===== src/rtl/axi_lite_reg_slave.sv =====
// AXI4-Lite register slave: two RW registers (REG0/REG1) plus read-only WCOUNT and SUM.
// Write and read channels run as independent two-state FSMs with registered outputs.
module axi_lite_reg_slave #(
    parameter int DATA_WIDTH = 32,
    parameter int ADDR_WIDTH = 8,
    parameter int RESP_WIDTH = 3
) (
    input  logic                    s0_axi_aclk,
    input  logic                    s0_axi_areset,
    input  logic [ADDR_WIDTH-1:0]   s0_axi_awaddr,
    input  logic                    s0_axi_awvalid,
    output logic                    s0_axi_awready,
    input  logic [DATA_WIDTH-1:0]   s0_axi_wdata,
    input  logic [DATA_WIDTH/8:0]   s0_axi_wstrb,
    input  logic                    s0_axi_wvalid,
    output logic                    s0_axi_wready,
    output logic [RESP_WIDTH-1:0]   s0_axi_bresp,
    output logic                    s0_axi_bvalid,
    input  logic                    s0_axi_bready,
    input  logic [ADDR_WIDTH-1:0]   s0_axi_araddr,
    input  logic                    s0_axi_arvalid,
    output logic                    s0_axi_arready,
    output logic [DATA_WIDTH-1:0]   s0_axi_rdata,
    output logic [RESP_WIDTH-1:0]   s0_axi_rresp,
    output logic                    s0_axi_rvalid,
    input  logic                    s0_axi_rready
);
    localparam int STRB = DATA_WIDTH / 8;
    localparam logic [1:0] RESP_OKAY   = 2'd0;
    localparam logic [1:0] RESP_SLVERR = 2'd2;
    localparam logic [1:0] RESP_DECERR = 2'd3;

    typedef enum logic {W_IDLE, W_RESP} w_state_e;
    typedef enum logic {R_IDLE, R_DATA} r_state_e;

    w_state_e              w_state_q;
    r_state_e              r_state_q;
    logic                  aw_held_q, w_held_q;
    logic [ADDR_WIDTH-1:0] awaddr_q;
    logic [DATA_WIDTH-1:0] wdata_q;
    logic [STRB-1:0]       wstrb_q;
    logic                  awready_q, wready_q, bvalid_q;
    logic [1:0]            bresp_q;
    logic                  arready_q, rvalid_q;
    logic [1:0]            rresp_q;
    logic [DATA_WIDTH-1:0] rdata_q;
    logic [DATA_WIDTH-1:0] reg0_q, reg1_q, wcount_q;
    logic [DATA_WIDTH-1:0] reg0_d, reg1_d, wcount_d;
    logic [1:0]            wr_resp_d, rd_resp_d;
    logic [DATA_WIDTH-1:0] rd_data_d, merged_d;

    logic                  aw_hs, w_hs, commit;
    logic [ADDR_WIDTH-1:0] wr_addr;
    logic [DATA_WIDTH-1:0] wr_data;
    logic [STRB-1:0]       wr_strb;
    logic                  unused_strb_msb;

    assign unused_strb_msb = s0_axi_wstrb[STRB];

    // Handshakes: a transfer happens on a rising edge where valid && ready are both 1;
    // once a valid is raised by this slave, it and its payload hold until the matching ready.
    assign aw_hs   = s0_axi_awvalid && awready_q;
    assign w_hs    = s0_axi_wvalid && wready_q;
    assign wr_addr = aw_hs ? s0_axi_awaddr : awaddr_q;
    assign wr_data = w_hs ? s0_axi_wdata : wdata_q;
    assign wr_strb = w_hs ? s0_axi_wstrb[STRB-1:0] : wstrb_q;
    assign commit  = (w_state_q == W_IDLE) && (aw_held_q || aw_hs) && (w_held_q || w_hs);

    always_comb begin
        reg0_d    = reg0_q;
        reg1_d    = reg1_q;
        wcount_d  = wcount_q;
        merged_d  = wr_addr[2] ? reg1_q : reg0_q;
        wr_resp_d = RESP_OKAY;
        if (wr_addr[1:0] != 2'b00 || wr_addr[ADDR_WIDTH-1:4] != '0) begin
            wr_resp_d = RESP_DECERR;
        end else if (wr_addr[3]) begin
            wr_resp_d = RESP_SLVERR;
        end
        for (int i = 0; i < STRB; i++) begin
            if (wr_strb[i]) begin
                merged_d[8*i +: 8] = wr_data[8*i +: 8];
            end
        end
        if (commit && wr_resp_d == RESP_OKAY) begin
            wcount_d = wcount_q + DATA_WIDTH'(1);
            if (wr_addr[2]) begin
                reg1_d = merged_d;
            end else begin
                reg0_d = merged_d;
            end
        end
    end

    // Reads see register state before any write committing on the same edge.
    always_comb begin
        rd_data_d = '0;
        rd_resp_d = RESP_DECERR;
        if (s0_axi_araddr[1:0] == 2'b00 && s0_axi_araddr[ADDR_WIDTH-1:4] == '0) begin
            rd_resp_d = RESP_OKAY;
            case (s0_axi_araddr[3:2])
                2'd0:    rd_data_d = reg0_q;
                2'd1:    rd_data_d = reg1_q;
                2'd2:    rd_data_d = wcount_q;
                default: rd_data_d = reg0_q + reg1_q;
            endcase
        end
    end

    always_ff @(posedge s0_axi_aclk) begin
        if (s0_axi_areset) begin
            w_state_q <= W_IDLE;
            aw_held_q <= 1'b0;
            w_held_q  <= 1'b0;
            awaddr_q  <= '0;
            wdata_q   <= '0;
            wstrb_q   <= '0;
            awready_q <= 1'b0;
            wready_q  <= 1'b0;
            bvalid_q  <= 1'b0;
            bresp_q   <= 2'b00;
            reg0_q    <= '0;
            reg1_q    <= '0;
            wcount_q  <= '0;
        end else begin
            reg0_q   <= reg0_d;
            reg1_q   <= reg1_d;
            wcount_q <= wcount_d;
            case (w_state_q)
                W_IDLE: begin
                    if (commit) begin
                        bvalid_q  <= 1'b1;
                        bresp_q   <= wr_resp_d;
                        awready_q <= 1'b0;
                        wready_q  <= 1'b0;
                        aw_held_q <= 1'b0;
                        w_held_q  <= 1'b0;
                        w_state_q <= W_RESP;
                    end else begin
                        if (aw_hs) begin
                            aw_held_q <= 1'b1;
                            awaddr_q  <= s0_axi_awaddr;
                            awready_q <= 1'b0;
                        end else begin
                            awready_q <= !aw_held_q;
                        end
                        if (w_hs) begin
                            w_held_q <= 1'b1;
                            wdata_q  <= s0_axi_wdata;
                            wstrb_q  <= s0_axi_wstrb[STRB-1:0];
                            wready_q <= 1'b0;
                        end else begin
                            wready_q <= !w_held_q;
                        end
                    end
                end
                default: begin
                    if (s0_axi_bready) begin
                        bvalid_q  <= 1'b0;
                        awready_q <= 1'b1;
                        wready_q  <= 1'b1;
                        w_state_q <= W_IDLE;
                    end
                end
            endcase
        end
    end

    always_ff @(posedge s0_axi_aclk) begin
        if (s0_axi_areset) begin
            r_state_q <= R_IDLE;
            arready_q <= 1'b0;
            rvalid_q  <= 1'b0;
            rresp_q   <= 2'b00;
            rdata_q   <= '0;
        end else begin
            case (r_state_q)
                R_IDLE: begin
                    if (s0_axi_arvalid && arready_q) begin
                        rdata_q   <= rd_data_d;
                        rresp_q   <= rd_resp_d;
                        rvalid_q  <= 1'b1;
                        arready_q <= 1'b0;
                        r_state_q <= R_DATA;
                    end else begin
                        arready_q <= 1'b1;
                    end
                end
                default: begin
                    if (s0_axi_rready) begin
                        rvalid_q  <= 1'b0;
                        arready_q <= 1'b1;
                        r_state_q <= R_IDLE;
                    end
                end
            endcase
        end
    end

    assign s0_axi_awready = awready_q;
    assign s0_axi_wready  = wready_q;
    assign s0_axi_bvalid  = bvalid_q;
    assign s0_axi_bresp   = RESP_WIDTH'(bresp_q);
    assign s0_axi_arready = arready_q;
    assign s0_axi_rvalid  = rvalid_q;
    assign s0_axi_rresp   = RESP_WIDTH'(rresp_q);
    assign s0_axi_rdata   = rdata_q;

endmodule


===== config.mk =====
export PLATFORM = sky130hd
export DESIGN_NAME = axi_lite_reg_slave
export DESIGN_NICKNAME = d
export VERILOG_FILES = /design/src/rtl/axi_lite_reg_slave.sv
export SDC_FILE = /design/constraint.sdc
export NUM_CORES = 1
export LEC_CHECK = 0
export ABC_AREA = 1
export CAP_MARGIN = 40
export CORE_MARGIN = 2
export CORE_UTILIZATION = 47
export CTS_CLUSTER_SIZE = 12
export DETAILED_ROUTE_END_ITERATION = 8
export PLACE_DENSITY = 0.7
export SYNTH_ARGS = -nofsm -noshare
export SYNTH_HDL_FRONTEND = slang
export SYNTH_SLANG_ARGS = --single-unit

===== constraint.sdc =====
create_clock -name s0_axi_aclk -period 2.15 [get_ports s0_axi_aclk]
set_input_delay 0.3225 -clock s0_axi_aclk [delete_from_list [all_inputs] [get_ports s0_axi_aclk]]
set_output_delay 0.3225 -clock s0_axi_aclk [all_outputs]
set_load 0.05 [all_outputs]

==> metrics, run 1 <==
share of layout cells above drive strength 1 0.130; worst vdd ir 0.411 mV; total routed wirelength 36,200 um; Gate power share 0.181; Synth Area in XOR/XNOR 0.0181; IO buf count 99; CTS root buf clkbuf_16; initial antenna violation count 0; Critical Path RT 2450 ps; clk slew on worst S/H paths approximately 80 ps; Sw Share 0.309; syn_area_per_cell between 6 and 7 um^2; Setup violations, final 0; Synth async-reset ratio 0; clk buf depth 2; CTS buffer count 17; Clk pwr share 0.376; Post-synth top cells nand2_1, a21oi_1, dfxtp_1; Final nets ~2,000; Switching Power 2.52 mW; DR pass1 iterations 6; vias in the first global route 11,162; Die H 158 um; Cells after DPL 2,157; Antenna Nets Post-Route 0; Power per Cell Area 585 nW/um^2; final core occ 0.599; Final TNS setup 0 ps; relative slew slack 0.557; Slew Viols, Final 0; WP data arrival between 2000 and 2500 ps; num rows between 50 and 60; Placed Area 13,200 um^2; placed wire-length estimate 27,300 um; GRT Util Overall 0.291; internal power 5.65 mW; CP Class flop to flop; first-pass GRT wire length about 56,000 um; Yosys warnings 0; mux cell area share after synthesis 0.00360; skew final 11.4 ps; status finished clean; largest net degree at the start of global routing 85; gr ovfl total 0; Seq/Total Area, Yosys 0.331; Pwr Total 8.18 mW; drt drc 0; RSZ-0062 raised after global routing true; area share of the largest cell type after synthesis 0.331; Fin. Hold Viols 0; cell count after synthesis 1,697; CTS Sinks 184; DR vias/cell roughly 5.5; Ant. Diodes 0; HP Class input pin to flop; Worst-Skew Late Latency 450 ps; CP Capture Type flop; startpoint types flop; Die X ~160 um; die area approximately 25,000 um^2; Leak 5.47 nW; Core Area 23,300 um^2; vias 12,102; area growth from synthesis to layout 25.6%; non-filler instance count after layout 2,194; Filler cells between 2,000 and 2,500; Place WS -361 ps; CP Max Fanout 7; Synth Area in Compound Gates 0.246; top cells by area, synth dfxtp_1, nand2_1, a21oi_1; finished layout cell area 14,000 um^2; RePlAce Congestion 0.955; post-synthesis simple-gate area fraction 0.268; crit path time final between 2000 and 2500 ps; H-tree levels 4; Reg power frac 0.442; Synth Register Bits 184; Mapped Area 11,100 um^2; ys flop type dfxtp_1; worst-margin pin slew 664 ps; most frequent cell after synthesis nand2_1; Max-Cap Viols 0; First DRT Iteration DRCs 1,064; main combinational cell family by area after synthesis simple AND/OR/NAND/NOR gates; Post-synth EDFFs 0; initial core utilization 0.477; CTS tree built; Distinct cells, synth 49; fmax 475 MHz; Ports 103; Final WS setup 44.9 ps; crit share post-route 0.979; Adder-Cell Fraction of Synth Area 0.0378; area leader, netlist dfxtp_1; worst hold slack between 150 and 200 ps; WL/cell 16.5 um
[flip-flops by register name (all words and copies together), names as in the netlist, 2 cells and up]
name,count
bresp_q,2
awaddr_q,8
wstrb_q,4
wcount_q,32
s0_axi_rdata,32
wdata_q,32
reg0_q,32
reg1_q,32
[kinds of logic after synthesis]
group                    Yosys count
AND/OR/NAND/NOR                  710
AO/OA/AOI/OAI                    480
buffers and inverters            262
flip-flops                       184
adder cells (fa/ha/maj)           33
XOR/XNOR                          23
multiplexers                       4
other                              1
[what timing repair did]
action                     CTS  global route
setup endpoints to repair    0           130
hold endpoints to repair     0             0
buffers inserted             0             3
resized for setup            0            41
hold buffers                 0             0
[layout make-up]
class	instances	area, um^2	area share
Inverter	178	673	0.0482
Clock inverter	14	136	0.00976
Clock buffer	17	425	0.0304
Tap cell	319	399	0.0286
Timing Repair Buffer	230	2170	0.155
Sequential cell	184	3690	0.264
Multi-Input combinational cell	1252	6490	0.464
[final timing paths]
path,slack [ps],cells past startpoint,to,startpoint
max reg2reg,40,10,reg0_q[12]$_SDFFE_PP0P_,s0_axi_awready$_SDFFE_PP0P_
min reg2reg,450,2,wdata_q[1]$_SDFFE_PP0P_,wdata_q[1]$_SDFFE_PP0P_
max,40,10,reg0_q[12]$_SDFFE_PP0P_,s0_axi_awready$_SDFFE_PP0P_
min,190,3,w_state_q$_SDFF_PP0_,s0_axi_areset
[worst max-delay path, cell delays in order, from the launching register on]
cell      delay (ps)
dfxtp_2          350
nand2_4           90
or2_2            300
o21ai_2           90
nand3_2          140
nor3_4           260
inv_4            110
nor2_8           260
buf_12           150
buf_6            130
a211oi_2          70
[placed cells by master (no fill, tap or decap), types with 23 or more instances in the layout]
master           count
a211oi_2            23
dfxtp_1            179
nor2_1             132
o21ai_1             40
nand3_1             76
ha_1                25
clkdlybuf4s50_1     97
nor3_1              39
inv_1              165
a21oi_1            191
o21ai_0            152
nand2_1            414
buf_4              115
[routing by layer]
layer / up-vias / global-route usage / share of wire
met1: 5551 / 0.353 / 0.41
li1: 6006 / - / -
met5: - / 0 / 0
met3: 125 / 0.0372 / 0.059
met4: 0 / 0.164 / 0.057
met2: 420 / 0.496 / 0.47
[power groups by stage]
stage	Sequential [mW]	Combinational, mW	Clock, mW
final	3.62	1.48	3.08
after global routing	3.63	1.63	3.24
after CTS	3.62	1.45	3.12
after detailed placement	3.70	1.44	0
after global placement	3.69	1.42	0
after floorplan	3.73	0.806	0
Note: power is estimated with default switching activity, not from simulation.
==> run 2, diff against run 1 <==
--- a/config.mk
+++ b/config.mk
@@ -6,12 +6,12 @@
 export NUM_CORES = 1
 export LEC_CHECK = 0
 export ABC_AREA = 1
-export CAP_MARGIN = 40
+export CAP_MARGIN = 30
 export CORE_MARGIN = 2
 export CORE_UTILIZATION = 47
 export CTS_CLUSTER_SIZE = 12
 export DETAILED_ROUTE_END_ITERATION = 8
-export PLACE_DENSITY = 0.7
+export PLACE_DENSITY = 0.67
 export SYNTH_ARGS = -nofsm -noshare
 export SYNTH_HDL_FRONTEND = slang
 export SYNTH_SLANG_ARGS = --single-unit
==> constraint.sdc (replaced) <==
create_clock -name s0_axi_aclk -period 2.4 [get_ports s0_axi_aclk]
set_input_delay 0.36 -clock s0_axi_aclk [delete_from_list [all_inputs] [get_ports s0_axi_aclk]]
set_output_delay 0.36 -clock s0_axi_aclk [all_outputs]
set_load 0.05 [all_outputs]
==> run 2 against run 1 <==
- global-route usage decreased by 0.55 points
- clock power decreased by 3%
- fmax fell by 3.1%
- critical path depth increased by 6
- clock skew rose by 2.8 ps
- worst setup slack gained 180 ps
- routed wire length shrank 2.7%
- count of clock-buffer cells in the layout unchanged
- register-to-register slack gained 180 ps
- critical endpoint is now s0_axi_rdata[30]$_SDFFE_PP0P_
==> metrics, run 2 (same netlist as run 1, synthesis figures left out) <==
Antenna Nets Post-Route 0 (unchanged); routed length on met2 17,000 um (-1.0%); commonest non-fill, non-tap cell in the layout nand2_1; Crit-path slowest cell fa_1; met3 WL 1800 um (-15%); CTS Sinks 184 (unchanged); vias in the first global route 10,515 (-5.8%); non-filler instance count after layout 2,138 (-2.6%); Resized cells post-CTS 0 (unchanged); WL/cell 16.5 um (-0.17%); skew final 14.2 ps (+2.76 ps); Core Area 23,300 um^2 (unchanged); initial core utilization 0.477 (unchanged); setup bufs post-CTS 0 (unchanged); first-pass GRT wire length 55,200 um (-1.8%); Clk pwr share 0.402 (+0.026); crit path time final 2170 ps (+67.9 ps); relative slew slack 0.537 (-0.0200); critical path's largest stage delay 400 ps (+50 ps); Gate power share 0.164 (-0.017); crit-path cells ha_1 -> inv_1 -> fa_1 -> inv_1 -> nand2_1 -> nand3_1 -> nand2_1 -> nand2_1 -> nand2_1 -> nand2_1 -> nand2_1 -> nand2_1 -> nand2_1 -> nand2_1 -> nand2_1 -> a21oi_1; CTS buffer count 17 (unchanged); num rows 56 (unchanged); IO buf count 99 (unchanged); startpoint types flop; crit share post-route 0.905 (-0.0737); status finished clean; Ant. Diodes 0 (unchanged); Worst-Skew Late Latency 450 ps (about the same); CTS root buf clkbuf_16; DR pass1 iterations 5 (-1); First DRT Iteration DRCs 1,039 (-2.3%); RePlAce Congestion 0.983 (+2.9%); Slew Viols, Final 0 (unchanged); CP Class flop to flop; WL met1 15,000 um (+1.2%); Fin. Hold Viols 0 (unchanged); cell family with most CP delay simple AND/OR/NAND/NOR gates; CP Max Fanout 4 (-3); placed wire-length estimate 26,600 um (-2.4%); initial antenna violation count 0 (unchanged); CTS tree built; clk buf depth 2 (unchanged); CP Capture Type flop; vias 11,679 (-3.5%); total routed wirelength 35,200 um (-2.7%); worst-margin pin slew 687 ps (+22.7 ps); Sw Share 0.313 (+0.00437); share of layout cells above drive strength 1 0.0869 (-0.0433); CP dominant cell by count nand2_1; die area 24,900 um^2 (unchanged); area growth from synthesis to layout 20.8%; GRT Util Overall 0.285 (-0.00552); worst vdd ir 0.387 mV (-5.7%); Power per Cell Area 556 nW/um^2 (-5.0%); drt drc 0 (unchanged); HP Class input pin to flop; # hold bufs at CTS 0 (unchanged); Setup violations, final 0 (unchanged); WP data arrival 2550 ps (+150 ps); Cells after DPL 2,106 (-2.4%); RSZ-0062 raised after global routing false; Critical Path RT 2780 ps (+330 ps); Final nets 1,899 (-2.9%); DR top layer met4; H-tree levels 4 (unchanged); Max-Cap Viols 0 (unchanged); DR vias/cell 5.46 (-0.97%); Die X 158 um (unchanged); Filler cells 2,281 (-1.0%); gr ovfl total 0 (unchanged); fmax 460 MHz (-3.1%); clk slew on worst S/H paths 80 ps (about the same); largest net degree at the start of global routing 76 (-11%); Reg power frac 0.433 (-0.009); internal power 5.13 mW (-9.2%); Buffers & Inverters on Critical Path 2 (-1); most frequent cells in the layout nand2_1, a21oi_1, dfxtp_1; Ports 103 (unchanged); Switching Power 2.34 mW (-7.3%); Pwr Total 7.47 mW (-8.6%); Die H 158 um (unchanged); Leak 5.18 nW (-5.3%)
## run 2: per-layer routing
layer | GRT usage | vias up
met5 | 0 | -
met4 | 0.118 | 0
met3 | 0.0375 | 75
met2 | 0.489 | 362
met1 | 0.361 | 5356
li1 | - | 5886
## run 2: worst register-to-register path, stage by stage (launching register included)
cell and delay [ps]:
dfxtp_1 380, ha_1 180, inv_1 60, fa_1 400, inv_1 120, nand2_1 70, nand3_1 120, nand2_1 80
nand2_1 180, nand2_1 100, nand2_1 70, nand2_1 40, nand2_1 50, nand2_1 40, nand2_1 50, nand2_1 50
a21oi_1 120
## run 2: final cells by class
cell class                 instances  area [um^2]  share of cell area
multi-input combinational       1252         6380               0.475
sequential                       184         3680               0.274
timing repair buffer             173         1670               0.124
inverter                         178          668              0.0497
clock buffer                      17          425              0.0316
tap                              319          399              0.0297
clock inverter                    15          214              0.0159
## run 2: path summary, 6_finish.rpt
path | from | endpoint | slack, ps | cells after the start
max | reg0_q[0]$_SDFFE_PP0P_ | s0_axi_rdata[30]$_SDFFE_PP0P_ | 230 | 16
min | s0_axi_areset | reg0_q[20]$_SDFFE_PP0P_ | 390 | 2
max reg2reg | reg0_q[0]$_SDFFE_PP0P_ | s0_axi_rdata[30]$_SDFFE_PP0P_ | 230 | 16
min reg2reg | wdata_q[20]$_SDFFE_PP0P_ | wdata_q[20]$_SDFFE_PP0P_ | 450 | 2
## run 2: through the flow
step                      setup TNS (ps)  hold slack, ps  utilization  cell area [um^2]  setup slack, ps
after floorplan                        0             425            -             11100              111
after global placement              -994             431        0.549             12800            -47.0
after detailed placement           -4020             436        0.549             12800             -101
after CTS                              0             387        0.576             13400              236
after global routing                   0             398        0.576             13400             4.40
final                                  0             390        0.576             13400              227
## run 2: power by group through the flow
stage	logic (mW)	clock network (mW)	registers, mW
after detailed placement	1.22	0	3.31
final	1.23	3.00	3.24
after global routing	1.35	3.16	3.25
after global placement	1.19	0	3.31
after CTS	1.23	3.03	3.24
after floorplan	0.722	0	3.34
==> run 3, diff against run 2 <==
--- a/config.mk
+++ b/config.mk
@@ -7,7 +7,6 @@
 export LEC_CHECK = 0
 export ABC_AREA = 1
 export CAP_MARGIN = 30
-export CORE_MARGIN = 2
 export CORE_UTILIZATION = 47
 export CTS_CLUSTER_SIZE = 12
 export DETAILED_ROUTE_END_ITERATION = 8
==> run 3 against run 2 <==
- die area down 2.5%
- via count up 0.76%
- first-iteration DRC count down 10%
- sequential power about the same
- critical path depth unchanged
- hold slack better by 27 ps
- sequential share of layout area down 0.22 points
- largest power group unchanged
- critical endpoint unchanged
- sequential cell count unchanged
==> metrics, run 3 (same netlist as run 1, synthesis figures left out) <==
status finished clean; Final nets 1,914 (+0.79%); Power per Cell Area 547 nW/um^2 (-1.6%); Filler cells 2,231 (-2.2%); Leak 5.25 nW (+1.3%); worst hold start s0_axi_areset; most frequent cells in the layout nand2_1, a21oi_1, dfxtp_1; total routed wirelength 35,900 um (+1.9%); RePlAce Congestion 0.971 (-1.2%); # hold bufs at CTS 0 (unchanged); Worst Hold Endpoint w_state_q$_SDFF_PP0_; Pwr Total 7.41 mW (-0.78%); CTS Sinks 184 (unchanged); share of layout cells above drive strength 1 0.0938 (+0.00692); finished layout cell area 13,600 um^2 (+0.81%); Setup violations, final 0 (unchanged); clk buf depth 2 (unchanged); initial core utilization 0.486 (+0.00867); Resized cells post-CTS 0 (unchanged); r2r setup slk 180 ps (-50 ps); Gate power share 0.171 (+0.007); Critical Path RT 2760 ps (-20 ps); vias in the first global route 10,699 (+1.7%); commonest non-fill, non-tap cell in the layout nand2_1; DR pass1 iterations 5 (unchanged); fmax 450 MHz (-2.1%); crit path time final 2220 ps (+47.6 ps); worst vdd ir 0.382 mV (-1.3%); Sw Share 0.307 (-0.00651); worst-margin pin slew 637 ps (-49.8 ps); First DRT Iteration DRCs 934 (-10%); skew final 16.2 ps (+2.02 ps); Max-Cap Viols 0 (unchanged); non-filler instance count after layout 2,147 (+0.42%); HP Class input pin to flop; Reg power frac 0.437 (+0.004); Die X 156 um (-1.3%); Ant. Diodes 0 (unchanged); CP Class flop to flop; Switching Power 2.27 mW (-2.8%); placed wire-length estimate 27,000 um (+1.4%); H-tree levels 4 (unchanged); CTS tree built; first-pass GRT wire length 55,900 um (+1.3%); area growth from synthesis to layout 21.8%; FF+latch area 3680 um^2 (unchanged); vias 11,768 (+0.76%); num rows 55 (-1.8%); Cells after DPL 2,115 (+0.43%); die area 24,300 um^2 (-2.5%); Die H 156 um (-1.3%); Placed Area 12,900 um^2 (+1.1%); Clk pwr share 0.392 (-0.010); CTS buffer count 17 (unchanged); drt drc 0 (unchanged); WL/cell 16.7 um (+1.5%); gr ovfl total 0 (unchanged); Worst R2R End s0_axi_rdata[30]$_SDFFE_PP0P_; clk slew on worst S/H paths 80 ps (about the same); CP Capture Type flop; Place WS -159 ps (-58.7 ps); DR vias/cell 5.48 (+0.34%); internal power 5.14 mW (+0.16%); startpoint types flop; Fin. Hold Viols 0 (unchanged); multi-input logic area 6390 um^2 (+0.12%); CTS root buf clkbuf_16; CP Max Fanout 4 (unchanged); RSZ-0062 raised after global routing false; R2R cell count 16 (unchanged); relative slew slack 0.575 (+0.0380); Core Area 22,900 um^2 (-1.8%); Worst-Skew Late Latency 440 ps (about the same); Final WS setup 179 ps (-47.6 ps); worst r2r src reg0_q[0]$_SDFFE_PP0P_; setup bufs post-CTS 0 (unchanged); IO buf count 99 (unchanged); Slew Viols, Final 0 (unchanged); Antenna Nets Post-Route 0 (unchanged); initial antenna violation count 0 (unchanged); largest net degree at the start of global routing 96 (+26%); Hold Path Stages 3 (+1); GRT Util Overall 0.298 (+0.0125); WP data arrival 2590 ps (+40 ps); Ports 103 (unchanged); crit share post-route 0.925 (+0.0198); worst hold slack 417 ps (+26.6 ps)
==> run 3: worst max path at each step <==
stage / from / depth (start not counted) / end / slack, ps
2_1_floorplan: s0_axi_awready$_SDFFE_PP0P_ / 10 / reg0_q[10]$_SDFFE_PP0P_ / 110
3_3_place_gp: s0_axi_awvalid / 13 / wcount_q[15]$_SDFFE_PP0P_ / -70
3_5_place_dp: s0_axi_awvalid / 11 / reg0_q[26]$_SDFFE_PP0P_ / -160
4_1_cts: reg1_q[0]$_SDFFE_PP0P_ / 16 / s0_axi_rdata[30]$_SDFFE_PP0P_ / 190
5_1_grt: reg0_q[0]$_SDFFE_PP0P_ / 16 / s0_axi_rdata[30]$_SDFFE_PP0P_ / 20
6_report: reg0_q[0]$_SDFFE_PP0P_ / 16 / s0_axi_rdata[30]$_SDFFE_PP0P_ / 180
==> run 3: power by group through the flow <==
stage	sequential (mW)	clock, mW	combinational, mW
final	3.24	2.91	1.27
after global routing	3.25	3.05	1.39
after CTS	3.24	2.94	1.26
after detailed placement	3.31	0	1.25
after global placement	3.31	0	1.23
after floorplan	3.34	0	0.722
==> run 3: area by class of cell <==
class / instances / area share
multi-input cells: 1252 / 0.472
flip-flops and latches: 184 / 0.272
well taps: 313 / 0.0289
clock buffers: 18 / 0.0317
inverters: 178 / 0.0493
clock inverters: 14 / 0.0134
repair buffers: 188 / 0.133
==> run 3: per-layer routing <==
layer	track usage	share of wire
met1	0.361	0.42
met2	0.523	0.49
met3	0.0475	0.058
met4	0.119	0.034
met5	0	0
==> run 3: worst max-delay path, cell delays in order, from the launching register on <==
cell     delay, ps
dfxtp_1        350
ha_1           210
inv_1           70
fa_1           400
inv_1          120
nand2_1         60
nand3_1        120
nand2_1         90
nand2_1        170
nand2_1        100
nand2_1         70
nand2_1         40
nand2_1         50
nand2_1         40
nand2_1         50
nand2_1         60
a21oi_1        140
==> run 3: per-stage QoR <==
step,utilization,setup TNS [ps]
2_1_floorplan,-,0
3_3_place_gp,0.565,-1360
3_5_place_dp,0.565,-8010
4_1_cts,0.591,0
5_1_grt,0.591,0
6_report,0.591,0
